<file path="config.mk">
export PLATFORM = sky130hd
export DESIGN_NAME = zl_ts_aligner
export DESIGN_NICKNAME = d
export VERILOG_FILES = /design/src/rtl/zl_ts_aligner_pkg.sv /design/src/rtl/zl_ts_aligner_null_rom.sv /design/src/rtl/zl_ts_aligner.sv
export SDC_FILE = /design/constraint.sdc
export NUM_CORES = 1
export LEC_CHECK = 0
export BUFFER_PORTS_ARGS = -buffer_cell sky130_fd_sc_hd__buf_4
export CORE_MARGIN = 2
export CORE_UTILIZATION = 30
export CTS_BUF_LIST = sky130_fd_sc_hd__clkbuf_16
export DETAILED_ROUTE_END_ITERATION = 8
export PLACE_DENSITY_LB_ADDON = 0.3
export SYNTH_ARGS = -nofsm -noshare
export SYNTH_HDL_FRONTEND = slang
export SYNTH_SLANG_ARGS = --single-unit
export TNS_END_PERCENT = 30
</file>
<file path="constraint.sdc">
create_clock -name clk -period 3 [get_ports clk]
set_clock_uncertainty 0.15 [all_clocks]
set_input_delay 0.6 -clock clk [delete_from_list [all_inputs] [get_ports clk]]
set_output_delay 0.6 -clock clk [all_outputs]
set_load 0.05 [all_outputs]
</file>
<file path="src/rtl/zl_ts_aligner_pkg.sv">
// rtl/zl_ts_aligner_pkg.sv - shared constants and types for the MPEG-TS aligner
// Purpose: TS framing constants, null-packet header bytes, FSM/mode enums and
//          the packet position increment helper.
// Ports:   none (package)
package zl_ts_aligner_pkg;

   localparam int TS_POS_WIDTH  = 8;
   localparam int TS_PACKET_LEN = 188;

   localparam logic [7:0] TS_SYNC_BYTE = 8'h47;
   localparam logic [7:0] TS_NULL_HDR1 = 8'h1F;
   localparam logic [7:0] TS_NULL_HDR2 = 8'hFF;
   localparam logic [7:0] TS_NULL_HDR3 = 8'h10;
   localparam logic [7:0] TS_NULL_FILL = 8'hFF;

   localparam logic [TS_POS_WIDTH-1:0] TS_LAST_POS = TS_POS_WIDTH'(TS_PACKET_LEN - 1);

   typedef enum logic [1:0] {
      ST_HUNT   = 2'd0,
      ST_VERIFY = 2'd1,
      ST_LOCKED = 2'd2
   } state_t;

   typedef enum logic {
      MODE_PASS = 1'b0,
      MODE_NULL = 1'b1
   } mode_t;

   // Byte position inside a packet, wrapping after the last byte.
   function automatic logic [TS_POS_WIDTH-1:0] pos_inc(input logic [TS_POS_WIDTH-1:0] pos);
      return (pos == TS_LAST_POS) ? '0 : pos + 1'b1;
   endfunction

endpackage

</file>
<file path="src/rtl/zl_ts_aligner_null_rom.sv">
// rtl/zl_ts_aligner_null_rom.sv - byte lookup for a null packet (PID 0x1FFF)
// Purpose: maps a packet position to the null-packet byte at that position.
// Ports:   pos       in  8  position within the packet (0..187)
//          null_byte out 8  null-packet byte at pos
module zl_ts_null_rom
   import zl_ts_aligner_pkg::*;
(
   input  logic [TS_POS_WIDTH-1:0] pos,
   output logic [7:0]              null_byte
);

   always_comb begin
      null_byte = TS_NULL_FILL;
      case (pos)
         8'd0:    null_byte = TS_SYNC_BYTE;
         8'd1:    null_byte = TS_NULL_HDR1;
         8'd2:    null_byte = TS_NULL_HDR2;
         8'd3:    null_byte = TS_NULL_HDR3;
         default: null_byte = TS_NULL_FILL;
      endcase
   end

endmodule

</file>
<file path="src/rtl/zl_ts_aligner.sv">
// rtl/zl_ts_aligner.sv - MPEG-TS packet aligner and null-packet inserter
// Purpose: hunts for 188-byte TS framing in a raw byte stream, forwards whole
//          packets once locked and fills starved packet slots with null packets.
// Ports:   clk          in  1  system clock
//          rst_n        in  1  asynchronous active-low reset
//          data_in      in  8  input byte, valid while data_in_req=1
//          data_in_req  in  1  upstream has a byte
//          data_in_ack  out 1  input byte consumed this cycle
//          data_out     out 8  output byte
//          data_out_req out 1  data_out valid
//          data_out_ack in  1  downstream consumes data_out this cycle
//          locked       out 1  aligner is in LOCKED state
//          null_pkt     out 1  pulse when a null packet's sync byte transfers
//          sync_err     out 1  pulse when a locked boundary byte is not 0x47
module zl_ts_aligner
   import zl_ts_aligner_pkg::*;
#(
   parameter int Lock_count     = 3,
   parameter int Unlock_count   = 3,
   parameter bit Null_insert_en = 1'b1
) (
   input  logic       clk,
   input  logic       rst_n,
   input  logic [7:0] data_in,
   input  logic       data_in_req,
   output logic       data_in_ack,
   output logic [7:0] data_out,
   output logic       data_out_req,
   input  logic       data_out_ack,
   output logic       locked,
   output logic       null_pkt,
   output logic       sync_err
);

   localparam logic [7:0] HITS_TO_LOCK    = 8'(Lock_count - 1);
   localparam logic [7:0] MISSES_TO_UNLOCK = 8'(Unlock_count - 1);

   state_t                  state_q, state_d;
   mode_t                   mode_q, mode_d;
   logic [TS_POS_WIDTH-1:0] pos_q, pos_d;
   logic [7:0]              hits_q, hits_d;
   logic [7:0]              misses_q, misses_d;
   logic [7:0]              null_byte;
   logic                    is_sync;

   zl_ts_null_rom u_null_rom (
      .pos       (pos_q),
      .null_byte (null_byte)
   );

   assign is_sync = (data_in == TS_SYNC_BYTE);
   assign locked  = (state_q == ST_LOCKED);

   always_comb begin
      state_d      = state_q;
      mode_d       = mode_q;
      pos_d        = pos_q;
      hits_d       = hits_q;
      misses_d     = misses_q;
      data_in_ack  = 1'b0;
      data_out_req = 1'b0;
      data_out     = 8'h00;
      null_pkt     = 1'b0;
      sync_err     = 1'b0;

      case (state_q)
         ST_HUNT: begin
            data_in_ack = data_in_req;
            if (data_in_req && is_sync) begin
               state_d = ST_VERIFY;
               pos_d   = 8'd1;
               hits_d  = 8'd1;
            end
         end

         ST_VERIFY: begin
            if (data_in_req) begin
               if (pos_q != '0) begin
                  data_in_ack = 1'b1;
                  pos_d       = pos_inc(pos_q);
               end else if (is_sync) begin
                  if (hits_q == HITS_TO_LOCK) begin
                     // Leave the confirming sync byte in place: it becomes the
                     // first output byte of the first forwarded packet.
                     state_d  = ST_LOCKED;
                     pos_d    = '0;
                     misses_d = 8'd0;
                     mode_d   = MODE_PASS;
                  end else begin
                     data_in_ack = 1'b1;
                     hits_d      = hits_q + 8'd1;
                     pos_d       = 8'd1;
                  end
               end else begin
                  data_in_ack = 1'b1;
                  state_d     = ST_HUNT;
                  pos_d       = '0;
                  hits_d      = 8'd0;
               end
            end
         end

         ST_LOCKED: begin
            if (pos_q == '0) begin
               data_out = TS_SYNC_BYTE;
               if (data_in_req && !is_sync && (misses_q == MISSES_TO_UNLOCK)) begin
                  // Losing lock: nothing goes out so no orphan sync byte reaches
                  // the modulator, and the bad byte is left for HUNT to discard.
                  state_d  = ST_HUNT;
                  pos_d    = '0;
                  hits_d   = 8'd0;
                  misses_d = 8'd0;
               end else if (data_in_req) begin
                  data_out_req = 1'b1;
                  data_in_ack  = data_out_ack;
                  if (data_out_ack) begin
                     pos_d  = 8'd1;
                     mode_d = MODE_PASS;
                     if (is_sync) begin
                        misses_d = 8'd0;
                     end else begin
                        sync_err = 1'b1;
                        misses_d = misses_q + 8'd1;
                     end
                  end
               end else if (Null_insert_en) begin
                  data_out_req = 1'b1;
                  if (data_out_ack) begin
                     pos_d    = 8'd1;
                     mode_d   = MODE_NULL;
                     null_pkt = 1'b1;
                  end
               end
            end else if (mode_q == MODE_PASS) begin
               data_out     = data_in;
               data_out_req = data_in_req;
               data_in_ack  = data_in_req & data_out_ack;
               if (data_in_req && data_out_ack) begin
                  pos_d = pos_inc(pos_q);
               end
            end else begin
               data_out_req = 1'b1;
               data_out     = null_byte;
               if (data_out_ack) begin
                  pos_d = pos_inc(pos_q);
               end
            end
         end

         default: begin
            state_d = ST_HUNT;
            pos_d   = '0;
         end
      endcase

      // State is cleared asynchronously; this also keeps the strobes quiet for
      // as long as reset is held, since HUNT would otherwise pop every byte.
      if (!rst_n) begin
         data_in_ack  = 1'b0;
         data_out_req = 1'b0;
         data_out     = 8'h00;
         null_pkt     = 1'b0;
         sync_err     = 1'b0;
      end
   end

   always_ff @(posedge clk or negedge rst_n) begin
      if (!rst_n) begin
         state_q  <= ST_HUNT;
         mode_q   <= MODE_PASS;
         pos_q    <= '0;
         hits_q   <= 8'd0;
         misses_q <= 8'd0;
      end else begin
         state_q  <= state_d;
         mode_q   <= mode_d;
         pos_q    <= pos_d;
         hits_q   <= hits_d;
         misses_q <= misses_d;
      end
   end

endmodule

</file>
==> metrics.txt <==
Tmin final 2.92 ns; Ant. Diodes 0; post-synth top area share 30.8%; fin. max-slew vios 0; FFs w/ async S/R, synth 100%; worst skew pair latency 0.26 ns; Avg Cell Area, Syn 8.80 sq um; # rows 31; fin area approximately 2800 sq um; worst relative slew slack 57.5%; number of synthesized flops with an enable pin 0; # setup viols final 0; post-synth cell types between 60 and 70; Clock Path Buffers 2; global placement routability congestion approximately 0.8; instance count of the mapped netlist 249; die area approximately 8000 sq um; fraction of layout cells with a size suffix above 1 26.7%; vias in the first global route between 1,500 and 2,000; Synth Register Bits 27; ANT nets after route 0; final-report hold violation count 0; DRT iter0 DRCs 141; Hold Crit Class primary input to asynchronous set/reset pin; Max rail drop VDD about 0.26 mV; Starting Density a little under a third; 1st-pass router iterations 4; area of placed instances approximately 2600 sq um; DIE HEIGHT between 80 and 90 um; Root Buffer clkbuf_16; Clk pin slew, worst setup/hold paths approximately 0.070 ns; leading post-synthesis cells by cell area dfrtp_1, ha_1, nor2_1; pwr/cell area 552 nW/um^2; dpl ws roughly 0.11 ns; Post-CTS Hold Buffers 0; Critical Path RT roughly 2.3 ns; Final Util roughly 38%; Worst setup EP type output port; GRT Overall Usage roughly 15%; dominant cell type by area after synthesis dfrtp_1; Core ar. between 7000 and 8000 sq um; Post-Syn Area approximately 2200 sq um; Setup WS post-layout around 0.080 ns; CTS Buf Count 3; Lkg Pwr roughly 0.0012 uW; largest net degree at the start of global routing 17; Primary FF master, synth dfrtp_1; Worst-Margin Slew between 0.6 and 0.7 ns; detailed-placement wirelength estimate about 4300 um; crit-path max FO 3; Port Buffers 24; total congestion overflow 0; RSZ-0062 raised after global routing yes; I/O Pins 25; outcome finished, final reports clean; CP Launch Point misses_q[0]$_DFFE_PN0P_; first-pass GRT wire length around 9500 um; die width 89.5 um; FMAX 342 MHz; DRC viols 0; r2r startpoint misses_q[0]$_DFFE_PN0P_; CTS H-tree lvls 1; Nets 312; CTS tree done; routed len/inst ~15 um; vias ~2,100; Worst setup SP type flop; final WL around 5700 um; Arr. time, crit path between 2 and 2.5 ns; fin crit share about 97%; Mapped Nets roughly 270; synth-to-layout area growth 26.0%; max-cap viol count 0; Final Total Pwr between 1500 and 2000 uW; initial antenna violation count 0; Synth warnings 0; register area share after synthesis 30.8%; Vias/cell 5.51; CP Class flop to output port; clk sinks 27
[layer usage]
layer,vias to the layer above,global-route usage (%),wire length (um)
li1,1044,-,-
met3,2,2.22,183
met5,-,0,0
met1,1052,20.2,2750
met2,36,25.4,2760
met4,0,2.04,27
[cell families after synthesis]
logic type,count (synthesis),synth area share (%)
AND/OR/NAND/NOR,96,25.4
AO/OA/AOI/OAI,83,29.3
flip-flops,27,30.8
buffers and inverters,25,4.74
adder cells (fa/ha/maj),11,6.28
multiplexers,7,3.48
[power breakdown]
| part | internal (uW) | switching (uW) | leakage (uW) |
|---|---|---|---|
| Sequential | 395 | 36.1 | 0.000369 |
| Combinational | 342 | 433 | 0.000778 |
| Clock | 182 | 136 | 0.0000371 |
[cell usage after synthesis, types with 6 or more instances]
master,n
ha_1,11
o21ai_0,11
nor2_1,22
dfrtp_1,27
a21oi_1,11
nand2_1,15
nand2b_1,6
inv_1,12
and3_1,8
o41ai_1,7
a22o_1,8
clkbuf_1,9
nand3_1,10
[registers in the layout, indices dropped and copies added, names as in the netlist]
signal and count:
hits_q 8, misses_q 8, mode_q 1, pos_q 8
state_q 2
[path summary, 6_finish.rpt]
check / depth (start not counted) / slack (ns) / to
setup / recovery: 8 / 0.08 / data_in_ack
hold / removal: 1 / 0.03 / mode_q$_DFFE_PN0P_
setup reg to reg: 8 / 0.21 / hits_q[6]$_DFFE_PN0P_
hold reg to reg: 2 / 0.38 / hits_q[7]$_DFFE_PN0P_
max in group asynchronous: 2 / 2.22 / state_q[1]$_DFFE_PN0P_
min in group clk: 2 / 0.38 / hits_q[7]$_DFFE_PN0P_
[layout make-up]
| type | count | area [sq um] |
|---|---|---|
| Sequential cell | 27 | 676 |
| Clock inverter | 1 | 7.51 |
| Tap cell | 99 | 124 |
| Clock buffer | 3 | 75.1 |
| Fill cell | 736 | 4420 |
| Timing Repair Buffer | 48 | 368 |
| Inverter | 12 | 45.0 |
| Multi-Input combinational cell | 197 | 1470 |
[per-stage QoR]
| step | instances | TNS [ns] | hold slack, ns |
|---|---|---|---|
| 2_1_floorplan | 249 | -1.86 | 0.154 |
| 3_3_place_gp | 380 | 0 | 0.325 |
| 3_5_place_dp | 380 | 0 | 0.329 |
| 4_1_cts | 385 | 0 | 0.0396 |
| 5_1_grt | 387 | -0.0289 | 0.0449 |
| 6_report | 387 | 0 | 0.0333 |
[what timing repair did]
action,CTS,global route
setup buffers,1,2
endpoints found under the setup margin,2,4
gates resized for setup,4,7
pin swaps,1,4
[cells in the final DEF (no fill, tap or decap), types with 3 or more instances in the layout]
master / n
and3_1: 8
o31ai_1: 5
o41ai_1: 7
nand3_1: 10
o21ai_0: 11
clkbuf_16: 3
inv_1: 12
a211oi_1: 3
nor2b_1: 4
nor2_1: 22
nand4_1: 5
o22ai_1: 3
o22a_1: 4
nand2_1: 14
a221o_1: 3
ha_1: 10
mux2_2: 4
buf_4: 46
dfrtp_1: 27
o211ai_1: 4
a2bb2oi_1: 3
a2111oi_0: 3
a22o_1: 8
a21oi_1: 11
or2_2: 3
nand2b_1: 6
[critical path, cell delays in order, from the launching register on]
cell and delay, ns:
dfrtp_1 0.40, inv_1 0.06, ha_1 0.14, or4b_4 0.48, a211oi_4 0.25, a21oi_2 0.10
a311oi_2 0.22, nor3_2 0.09, buf_6 0.16
Power figures use the tool's default switching activity.
